`config.mk`:
```
export PLATFORM = sky130hd
export DESIGN_NAME = ct_ciu_regs_piu_arb_flat
export DESIGN_NICKNAME = d
export VERILOG_FILES = /design/src/rtl/ct_ciu_regs_piu_arb_if.sv /design/src/rtl/ct_ciu_regs_piu_arb.sv /design/src/flat_wrapper.sv
export SDC_FILE = /design/constraint.sdc
export NUM_CORES = 1
export LEC_CHECK = 0
export ABC_AREA = 1
export BUFFER_PORTS_ARGS = -buffer_cell sky130_fd_sc_hd__buf_2
export CAP_MARGIN = 20
export CORE_AREA = 2 2 211 213
export CTS_CLUSTER_DIAMETER = 120
export DETAILED_ROUTE_END_ITERATION = 6
export DIE_AREA = 0 0 213 215
export SLEW_MARGIN = 0
export SYNTH_ARGS = -nofsm -noshare
export SYNTH_HDL_FRONTEND = slang
export SYNTH_SLANG_ARGS = --single-unit
```
`constraint.sdc`:
```
create_clock -name forever_cpuclk -period 2.88 [get_ports forever_cpuclk]
set_input_delay 0.144 -clock forever_cpuclk [delete_from_list [all_inputs] [get_ports forever_cpuclk]]
set_output_delay 0.144 -clock forever_cpuclk [all_outputs]
set_load 0.005 [all_outputs]
```
`src/rtl/ct_ciu_regs_piu_arb_if.sv`:
```
// CIU register-path bus between the PIU requesters,
// the arbiter and the CIU regs block.
interface ct_ciu_regs_piu_arb_if #(
  parameter int NUM_PIU = 4
);
  logic [NUM_PIU-1:0]    piu_arb_sel;
  logic [NUM_PIU*16-1:0] piu_arb_op;
  logic [NUM_PIU*64-1:0] piu_arb_wdata;
  logic                  arb_regs_sel;
  logic [15:0]           arb_regs_op;
  logic [63:0]           arb_regs_wdata;
  logic                  regs_arb_cmplt;
  logic [63:0]           regs_arb_rdata;
  logic [NUM_PIU-1:0]    arb_piu_cmplt;
  logic [63:0]           arb_piu_rdata;
  logic                  arb_piu_err;
  logic                  arb_busy;

  // arbiter side
  modport slave (
    input  piu_arb_sel,
    input  piu_arb_op,
    input  piu_arb_wdata,
    input  regs_arb_cmplt,
    input  regs_arb_rdata,
    output arb_regs_sel,
    output arb_regs_op,
    output arb_regs_wdata,
    output arb_piu_cmplt,
    output arb_piu_rdata,
    output arb_piu_err,
    output arb_busy
  );

  // requester / regs side
  modport master (
    output piu_arb_sel,
    output piu_arb_op,
    output piu_arb_wdata,
    output regs_arb_cmplt,
    output regs_arb_rdata,
    input  arb_regs_sel,
    input  arb_regs_op,
    input  arb_regs_wdata,
    input  arb_piu_cmplt,
    input  arb_piu_rdata,
    input  arb_piu_err,
    input  arb_busy
  );
endinterface

```
`src/rtl/ct_ciu_regs_piu_arb.sv`:
```
// Round-robin arbiter for the CIU register path with
// one outstanding access and a timeout watchdog.
module ct_ciu_regs_piu_arb #(
  parameter int NUM_PIU     = 4,
  parameter int TIMEOUT_CYC = 256
) (
  input  logic                   forever_cpuclk,
  input  logic                   cpurst_b,
  ct_ciu_regs_piu_arb_if.slave   bus
);
  localparam int IW = $clog2(NUM_PIU);
  localparam int CW = $clog2(TIMEOUT_CYC);
  localparam logic [CW-1:0] CNT_LAST =
    CW'(TIMEOUT_CYC - 1);
  localparam logic [IW-1:0] IDX_LAST =
    IW'(NUM_PIU - 1);

  typedef enum logic [1:0] {
    S_IDLE,
    S_ISSUE,
    S_WAIT,
    S_RESP
  } state_t;

  state_t             r_state;
  logic [IW-1:0]      r_rr_ptr;
  logic [IW-1:0]      r_grant;
  logic [CW-1:0]      r_cnt;
  logic               r_regs_sel;
  logic [15:0]        r_regs_op;
  logic [63:0]        r_regs_wdata;
  logic [NUM_PIU-1:0] r_piu_cmplt;
  logic [63:0]        r_piu_rdata;
  logic               r_piu_err;
  logic               r_busy;

  logic               w_any;
  logic [IW-1:0]      w_pick;
  logic [IW-1:0]      w_idx;
  logic [15:0]        w_op;
  logic [63:0]        w_wdata;
  logic [NUM_PIU-1:0] w_gnt_oh;
  logic [IW-1:0]      w_next_ptr;

  // first requester at or after rr_ptr, with wrap
  always_comb begin
    w_any  = 1'b0;
    w_pick = '0;
    w_idx  = '0;
    for (int k = 0; k < NUM_PIU; k++) begin
      if (int'(r_rr_ptr) + k >= NUM_PIU)
        w_idx = IW'(int'(r_rr_ptr) + k - NUM_PIU);
      else
        w_idx = IW'(int'(r_rr_ptr) + k);
      if (!w_any && bus.piu_arb_sel[w_idx]) begin
        w_any  = 1'b1;
        w_pick = w_idx;
      end
    end
  end

  // op/wdata slice of the picked requester
  always_comb begin
    w_op    = '0;
    w_wdata = '0;
    for (int i = 0; i < NUM_PIU; i++) begin
      if (w_pick == IW'(i)) begin
        w_op    = bus.piu_arb_op[16*i +: 16];
        w_wdata = bus.piu_arb_wdata[64*i +: 64];
      end
    end
  end

  assign w_gnt_oh =
    {{(NUM_PIU-1){1'b0}}, 1'b1} << r_grant;
  assign w_next_ptr =
    (r_grant == IDX_LAST) ? '0 : r_grant + 1'b1;

  // arbitration FSM; every output is a flop
  always_ff @(posedge forever_cpuclk or negedge cpurst_b) begin
    if (!cpurst_b) begin
      r_state      <= S_IDLE;
      r_rr_ptr     <= '0;
      r_grant      <= '0;
      r_cnt        <= '0;
      r_regs_sel   <= 1'b0;
      r_regs_op    <= '0;
      r_regs_wdata <= '0;
      r_piu_cmplt  <= '0;
      r_piu_rdata  <= '0;
      r_piu_err    <= 1'b0;
      r_busy       <= 1'b0;
    end else begin
      unique case (r_state)
        S_IDLE: begin
          if (w_any) begin
            r_grant      <= w_pick;
            r_regs_op    <= w_op;
            r_regs_wdata <= w_wdata;
            r_regs_sel   <= 1'b1;
            r_busy       <= 1'b1;
            r_state      <= S_ISSUE;
          end
        end
        S_ISSUE: begin
          r_regs_sel <= 1'b0;
          r_cnt      <= '0;
          r_state    <= S_WAIT;
        end
        S_WAIT: begin
          if (bus.regs_arb_cmplt) begin
            r_piu_rdata <= bus.regs_arb_rdata;
            r_piu_err   <= 1'b0;
            r_piu_cmplt <= w_gnt_oh;
            r_state     <= S_RESP;
          end else if (r_cnt == CNT_LAST) begin
            r_piu_rdata <= '1;
            r_piu_err   <= 1'b1;
            r_piu_cmplt <= w_gnt_oh;
            r_state     <= S_RESP;
          end else begin
            r_cnt <= r_cnt + 1'b1;
          end
        end
        S_RESP: begin
          r_piu_cmplt <= '0;
          r_rr_ptr    <= w_next_ptr;
          r_busy      <= 1'b0;
          r_state     <= S_IDLE;
        end
        default: r_state <= S_IDLE;
      endcase
    end
  end

  assign bus.arb_regs_sel   = r_regs_sel;
  assign bus.arb_regs_op    = r_regs_op;
  assign bus.arb_regs_wdata = r_regs_wdata;
  assign bus.arb_piu_cmplt  = r_piu_cmplt;
  assign bus.arb_piu_rdata  = r_piu_rdata;
  assign bus.arb_piu_err    = r_piu_err;
  assign bus.arb_busy       = r_busy;
endmodule

```
`src/flat_wrapper.sv`:
```
// flat-port wrapper written by rule: the top's interface ports become plain ports
module ct_ciu_regs_piu_arb_flat 
#(
  parameter int NUM_PIU     = 4,
  parameter int TIMEOUT_CYC = 256
)
  (forever_cpuclk, cpurst_b, bus_piu_arb_sel, bus_piu_arb_op, bus_piu_arb_wdata, bus_regs_arb_cmplt, bus_regs_arb_rdata, bus_arb_regs_sel, bus_arb_regs_op, bus_arb_regs_wdata, bus_arb_piu_cmplt, bus_arb_piu_rdata, bus_arb_piu_err, bus_arb_busy);
  ct_ciu_regs_piu_arb_if #(.NUM_PIU(NUM_PIU)) bus_i ();
  input  logic forever_cpuclk;
  input  logic cpurst_b;
  input wire logic [$bits(bus_i.piu_arb_sel)-1:0] bus_piu_arb_sel;
  input wire logic [$bits(bus_i.piu_arb_op)-1:0] bus_piu_arb_op;
  input wire logic [$bits(bus_i.piu_arb_wdata)-1:0] bus_piu_arb_wdata;
  input wire logic [$bits(bus_i.regs_arb_cmplt)-1:0] bus_regs_arb_cmplt;
  input wire logic [$bits(bus_i.regs_arb_rdata)-1:0] bus_regs_arb_rdata;
  output wire logic [$bits(bus_i.arb_regs_sel)-1:0] bus_arb_regs_sel;
  output wire logic [$bits(bus_i.arb_regs_op)-1:0] bus_arb_regs_op;
  output wire logic [$bits(bus_i.arb_regs_wdata)-1:0] bus_arb_regs_wdata;
  output wire logic [$bits(bus_i.arb_piu_cmplt)-1:0] bus_arb_piu_cmplt;
  output wire logic [$bits(bus_i.arb_piu_rdata)-1:0] bus_arb_piu_rdata;
  output wire logic [$bits(bus_i.arb_piu_err)-1:0] bus_arb_piu_err;
  output wire logic [$bits(bus_i.arb_busy)-1:0] bus_arb_busy;
  assign bus_i.piu_arb_sel = bus_piu_arb_sel;
  assign bus_i.piu_arb_op = bus_piu_arb_op;
  assign bus_i.piu_arb_wdata = bus_piu_arb_wdata;
  assign bus_i.regs_arb_cmplt = bus_regs_arb_cmplt;
  assign bus_i.regs_arb_rdata = bus_regs_arb_rdata;
  assign bus_arb_regs_sel = bus_i.arb_regs_sel;
  assign bus_arb_regs_op = bus_i.arb_regs_op;
  assign bus_arb_regs_wdata = bus_i.arb_regs_wdata;
  assign bus_arb_piu_cmplt = bus_i.arb_piu_cmplt;
  assign bus_arb_piu_rdata = bus_i.arb_piu_rdata;
  assign bus_arb_piu_err = bus_i.arb_piu_err;
  assign bus_arb_busy = bus_i.arb_busy;
  ct_ciu_regs_piu_arb #(.NUM_PIU(NUM_PIU), .TIMEOUT_CYC(TIMEOUT_CYC)) u_core (.forever_cpuclk(forever_cpuclk), .cpurst_b(cpurst_b), .bus(bus_i));
endmodule
```
==> flow_summary.toml, run 1 <==
[floorplan]
die_x_um = 213
ios = 542
initial_utilization_pct = 23.37
die_area_sq_um = 45800
coreArea_sq_um = 43640
die-height_um = 215
rows = 77

[critical_path]
critPathKind = "reg -> reg"
crit_fanout = 54
crit_path_start_kind = "register"
required_ns = 3.22
endpoint_kind = "register"
r2r_start = "u_core.r_rr_ptr[0]$_DFFE_PN0P_"
worstPathArrival_ns = 2.91
startpoint = "u_core.r_rr_ptr[0]$_DFFE_PN0P_"

[job]
maxCapViolCount = 0

[clocking]
cts_tree = "done"
cts-buffers-inserted = 17
htreeDepth = 4
path_clk_slew_ns = 0.07
clock_latency_ns = 0.45
cts.sink_count = 165
cts_setup_buffers = 0
clockBufferDepth = 2
clock-root-buffer = "clkbuf_16"

[logic_synthesis]
synth_common_cells = "nand2_1, inv_1, dfrtp_1"
ys_top_cells_by_area = "dfrtp_1, nand2_1, inv_1"
yosys.area.top_type = "dfrtp_1"
synth_xor_area_share_pct = 0.08588
synth_top_family_by_area = "simple AND/OR/NAND/NOR gates"
yosys.cell_count.top_type = "nand2_1"
ys_ff_latch = 165
synth_area_per_cell_sq_um = 6.538
ys_seq_area_share_pct = 40.49
yosys.area_share.adder_pct = 1.227
synth_mux_area_share_pct = 0.09815
synthArstFlopShare_pct = 100.0
yosysTopAreaCellShare_pct = 40.49
syn_nets = 1961
synth_ff_type = "dfrtp_1"
synthCells = 1560
synthesis.area_sq_um = 10200
ys_types = 30
synth-compound-area-share_pct = 6.735
synth_warnings = 0
synth-simple-area-share_pct = 36.00
synth_enable_flop_cells = 0

[drt]
vias = 11990
wire_per_inst_um = 14.61
drt_drc_violations_left = 0
wl_um = 41110
vias_per_cell = 4.263
drtIter0Drc = 551
ant_nets = 0
drt_first_pass_iters = 5

[global_routing]
grt_pass1_vias = 11800
grt_usage_pct = 17.36
antenna_found_initial = 12
grt_pass1_wl_um = 61890
grt_start_max_net_pins = 85
grt-ovfl-total = 0

[cells_and_area]
layout.cells.non_filler = 2813
layout-drive-gt1-share_pct = 27.66
final_nets = 2604
area_growth_syn_to_layout_pct = 52.01
nFillCells = 4648

[sta]
final-setup-viol-count = 0
fmax_mhz = 389.2
worst_slew_pin_slew_ns = 0.7417
skew_ns = 0.01023
drv_slew = 0
hold_viol_final = 0
final.setup.tns_ns = 0
rsz0062_at_grt = "no"
fin_crit_sh_pct = 89.22
slew_headroom_pct = 50.56
finalCriticalPeriod_ns = 2.570

[placement]
dp_hpwl_um = 30220
gp_congestion = 0.9106
placedCellCount = 2640
port_buffers = 541

[power]
internal-power_mw = 8.741
p_sw_mw = 8.354
ir_drop_mv = 0.7238
power_density_nw_per_um2 = 1103
clkPwrFrac_pct = 14.5
p_leak_nw = 9.211
comb_power_share_pct = 61.6
sw_frac_of_total_pct = 48.87
seqPwrFrac_pct = 24.0

[run_status]
outcome = "complete, no violations"

[hold_path]
hold_path.class = "in -> reg"
hp-start = "bus_piu_arb_wdata[65]"
through the flow:
| step | hold WS (ns) | cell area, sq um | setup slack, ns | utilization [%] | power [mW] |
|---|---|---|---|---|---|
| after floorplan | -0.1516 | 10200 | 0.9539 | - | 10.91 |
| after global placement | 0.2323 | 13510 | 0.2961 | 30.96 | 14.44 |
| after detailed placement | 0.2433 | 13510 | 0.1893 | 30.96 | 14.60 |
| after CTS | 0.0004548 | 15490 | 0.1772 | 35.49 | 17.32 |
| after global routing | 0.02101 | 15500 | 0.01186 | 35.52 | 18.82 |
| final | 0.03526 | 15500 | 0.3104 | 35.52 | 17.09 |
kinds of logic after synthesis:
family / count (synthesis)
buffers and inverters: 385
adders and majority gates: 10
xor gates and xnor gates: 1
AOI/OAI and AO/OA: 88
DFF: 165
and+or+nand+nor: 910
muxes: 1
placed cells by master, fill, tap and decap left out, drive strengths merged, types with 3 or more instances in the layout:
master,instances
nor3,3
ha,10
bufinv,3
diode,5
nand3,137
nor2,134
a21oi,6
dlygate4sd3,136
nand4,8
nand2,625
clkinv,4
clkbuf,18
dfrtp,165
inv,313
o22a,64
o22ai,3
buf,566
o21ai,14
timing repair:
item	in CTS	in global routing
hold buffers	136	0
hold endpoints to repair	176	0
resized for setup	0	1
endpoints found under the setup margin	0	33
worst max-delay path: stages (launching register included):
cell	delay, ns
dfrtp_2	0.49
inv_2	0.13
nand2_1	0.12
nand2_1	0.11
nand2_1	0.08
nand2_1	0.09
nand3_1	0.12
nor2_1	0.08
nor2_4	0.18
buf_4	0.55
nor2_1	0.09
nor2_1	0.13
nand3_1	0.13
nand2_1	0.09
nand2_1	0.05
per-layer routing:
| metal | vias up | wire length, um | GRT usage, % |
|---|---|---|---|
| li1 | 5946 | - | - |
| met1 | 5471 | 16830 | 19.80 |
| met2 | 492 | 19650 | 29.85 |
| met3 | 72 | 3164 | 4.881 |
| met4 | 12 | 1375 | 7.972 |
| met5 | - | 83 | 0 |
final timing paths:
kind                                                             end  slack, ns  cells past startpoint
hold / removal              u_core.bus.arb_regs_wdata[1]$_DFFE_PN0P_       0.04                      5
setup / recovery            u_core.bus.arb_regs_wdata[8]$_DFFE_PN0P_       0.31                     14
max in group asynchronous  u_core.bus.arb_regs_wdata[45]$_DFFE_PN0P_       1.76                      3
setup reg to reg            u_core.bus.arb_regs_wdata[8]$_DFFE_PN0P_       0.31                     14
hold reg to reg            u_core.bus.arb_regs_wdata[34]$_DFFE_PN0P_       0.48                      2
min in group asynchronous   u_core.bus.arb_piu_rdata[21]$_DFFE_PN0P_       0.34                      2
area by class of cell:
type                            count  area [sq um]  area share (%)
Timing Repair Buffer              702          4338           27.98
Multi-Input combinational cell   1010          4512           29.10
Tap cell                          592         740.7           4.778
Clock buffer                       18         429.2           2.768
Clock inverter                     14         186.4           1.203
Sequential cell                   165          4130           26.64
Antenna cell                        5         12.51         0.08071
Inverter                          307          1154           7.441
state kept, by name (all words and copies together) (netlist names):
signal and flops:
u_core.bus.arb_piu_rdata 64, u_core.r_rr_ptr 2, u_core.r_grant 2, u_core.r_cnt 8
u_core.r_state 2, u_core.bus.arb_piu_err 1, u_core.bus.arb_piu_cmplt 4, u_core.bus.arb_regs_wdata 64
u_core.bus.arb_regs_op 16, u_core.bus.arb_busy 1, u_core.bus.arb_regs_sel 1
power groups by stage:
stage               Combinational, mW  Clock, mW  Sequential, mW
floorplan                        6.78          0            4.13
global placement                 10.4          0            4.08
global route                     11.9       2.66            4.22
CTS                              10.7       2.57            4.09
detailed placement               10.5          0            4.11
finish                           10.5       2.47            4.10
No activity file was read; power rests on OpenSTA's default activity.
==> run 2, diff against run 1 <==
Settings changed: PLACE_DENSITY from default to 0.45.
==> run 2 against run 1 <==
Effect of this change:
- critical endpoint is now u_core.bus.arb_regs_wdata[53]$_DFFE_PN0P_
- critical path depth grew 1
- utilization rose by 0.29 points
- worst setup slack gained 0.014 ns
- largest power group unchanged
- routed wire length rose by 7.4%
- register-to-register slack is essentially flat
- clock power decreased by 8%
- flip-flop and latch count stayed put
- final area is 0.82% higher
- clock skew increased by 0.0017 ns
==> flow_summary.toml, run 2 (synthesis gave the netlist of run 1 again) <==
[clocking]
clock-root-buffer = "clkbuf_16"
cts-buffers-inserted = 17
clock_latency_ns = 0.45
cts_setup_buffers = 0
path_clk_slew_ns = 0.08
clockBufferDepth = 2
cts_tree = "done"
cts.sink_count = 165
htreeDepth = 4

[floorplan]
die_x_um = 213
rows = 77
coreArea_sq_um = 43640
initial_utilization_pct = 23.37
ios = 542
die-height_um = 215
die_area_sq_um = 45800

[critical_path]
r2r_start = "u_core.r_rr_ptr[0]$_DFFE_PN0P_"
crit_path_start_kind = "register"
crit_end = "u_core.bus.arb_regs_wdata[53]$_DFFE_PN0P_"
endpoint_kind = "register"
rr_endpoint = "u_core.bus.arb_regs_wdata[53]$_DFFE_PN0P_"
startpoint = "u_core.r_rr_ptr[0]$_DFFE_PN0P_"
crit_fanout = 19
r2r.worst_path.cells = 15
rrSetupSlack_ns = 0.32
worstPathArrival_ns = 2.95
critPathKind = "reg -> reg"
required_ns = 3.27

[power]
p_leak_nw = 9.255
finalPower_mw = 17.15
power_density_nw_per_um2 = 1097
ir_drop_mv = 0.7390

[drt]
drtIter0Drc = 541
wire_per_inst_um = 15.62
drt_drc_violations_left = 0
drt_first_pass_iters = 4
wl_um = 44140
vias_per_cell = 4.230
vias = 11950
ant_nets = 0

[sta]
rsz0062_at_grt = "no"
final-setup-viol-count = 0
fin_crit_sh_pct = 88.73
hold_viol_final = 0
finalCriticalPeriod_ns = 2.555
setup_ws_ns = 0.3246
skew_ns = 0.01194
fmax_mhz = 391.3
timing.hold.ws_ns = 0.02611
final.setup.tns_ns = 0
worst_slew_pin_slew_ns = 0.7854
drv_slew = 0
slew_headroom_pct = 47.64

[cells_and_area]
stdcell_area_sq_um = 15630
final_nets = 2614
mostFrequentLayoutCells = "nand2_1, buf_2, inv_1, dfrtp_1, dlygate4sd3_1"
final_common_cell = "nand2_1"
area_growth_syn_to_layout_pct = 53.26
layout.cells.non_filler = 2826
layout-drive-gt1-share_pct = 27.67
post-route-util_pct = 35.81

[global_routing]
grt_usage_pct = 19.04
grt_pass1_vias = 12220
antenna_found_initial = 24
grt_pass1_wl_um = 66640
grt-ovfl-total = 0
grt_start_max_net_pins = 88

[job]
maxCapViolCount = 0

[placement]
port_buffers = 541
gp_congestion = 0.8667
placedCellCount = 2643
placed_area_sq_um = 13610
dp_hpwl_um = 33280
pre_cts_slack_ns = 0.2348

[run_status]
outcome = "complete, no violations"

[hold_path]
hold_path.class = "in -> reg"
hold_depth = 5
## run 2: cell types whose count changed in the layout (fill, tap and decap cells not counted), moves of 2 or more
cell and delta:
bufinv_16 -3, clkinvlp_4 +2, dlygate4sd3_1 +7, buf_4 -4, buf_12 +6, diode_2 +3
## run 2: layout make-up
type	count	area, sq um
Fill cell	4766	28010
Clock buffer	18	429.2
Inverter	307	1154
Timing Repair Buffer	712	4512
Clock inverter	14	133.9
Multi-Input combinational cell	1010	4512
Tap cell	592	740.7
Antenna cell	8	20.02
Sequential cell	165	4129
## run 2: power by group
group / switching [mW] / leakage [nW] / internal [mW] / total [mW]
Sequential: 0.647 / 1.97 / 3.44 / 4.09
Clock: 1.14 / 0.268 / 1.15 / 2.28
Combinational: 6.67 / 7.02 / 4.11 / 10.8
Total: 8.45 / 9.25 / 8.70 / 17.1
## run 2: metal layers
| layer | part of all wire [%] | vias up | GRT usage (%) |
|---|---|---|---|
| met5 | 0.52 | - | 0 |
| met2 | 47 | 419 | 32.62 |
| met1 | 40 | 5438 | 21.00 |
| met3 | 8.8 | 94 | 6.927 |
| met4 | 3.4 | 34 | 8.322 |
| li1 | - | 5969 | - |
## run 2: worst min-delay path by stage
stage	from	endpoint	slack (ns)
finish	bus_piu_arb_wdata[42]	u_core.bus.arb_regs_wdata[42]$_DFFE_PN0P_	0.03
global route	bus_piu_arb_wdata[119]	u_core.bus.arb_regs_wdata[55]$_DFFE_PN0P_	0.02
CTS	bus_piu_arb_wdata[24]	u_core.bus.arb_regs_wdata[24]$_DFFE_PN0P_	0.0007
detailed placement	cpurst_b	u_core.bus.arb_regs_wdata[11]$_DFFE_PN0P_	0.28
global placement	cpurst_b	u_core.bus.arb_piu_rdata[12]$_DFFE_PN0P_	0.28
floorplan	cpurst_b	u_core.bus.arb_busy$_DFFE_PN0P_	-0.15
## run 2: repair_timing
item,4_1_cts,5_1_grt
endpoints found under the setup margin,0,2
resized for setup,0,1
hold buffers,143,0
endpoints found under the hold margin,201,0
## run 2: critical path, cell delays in order, from the launching register on
cell,delay (ns)
dfrtp_1,0.57
inv_2,0.17
nand2_1,0.14
nand2_1,0.11
nand2_1,0.07
nand2_1,0.08
nand3_1,0.11
nor2_1,0.08
nor2_4,0.20
nand2_1,0.10
inv_2,0.26
buf_12,0.20
nand2_1,0.15
nand3_1,0.12
nand2_1,0.06
nand2_1,0.05
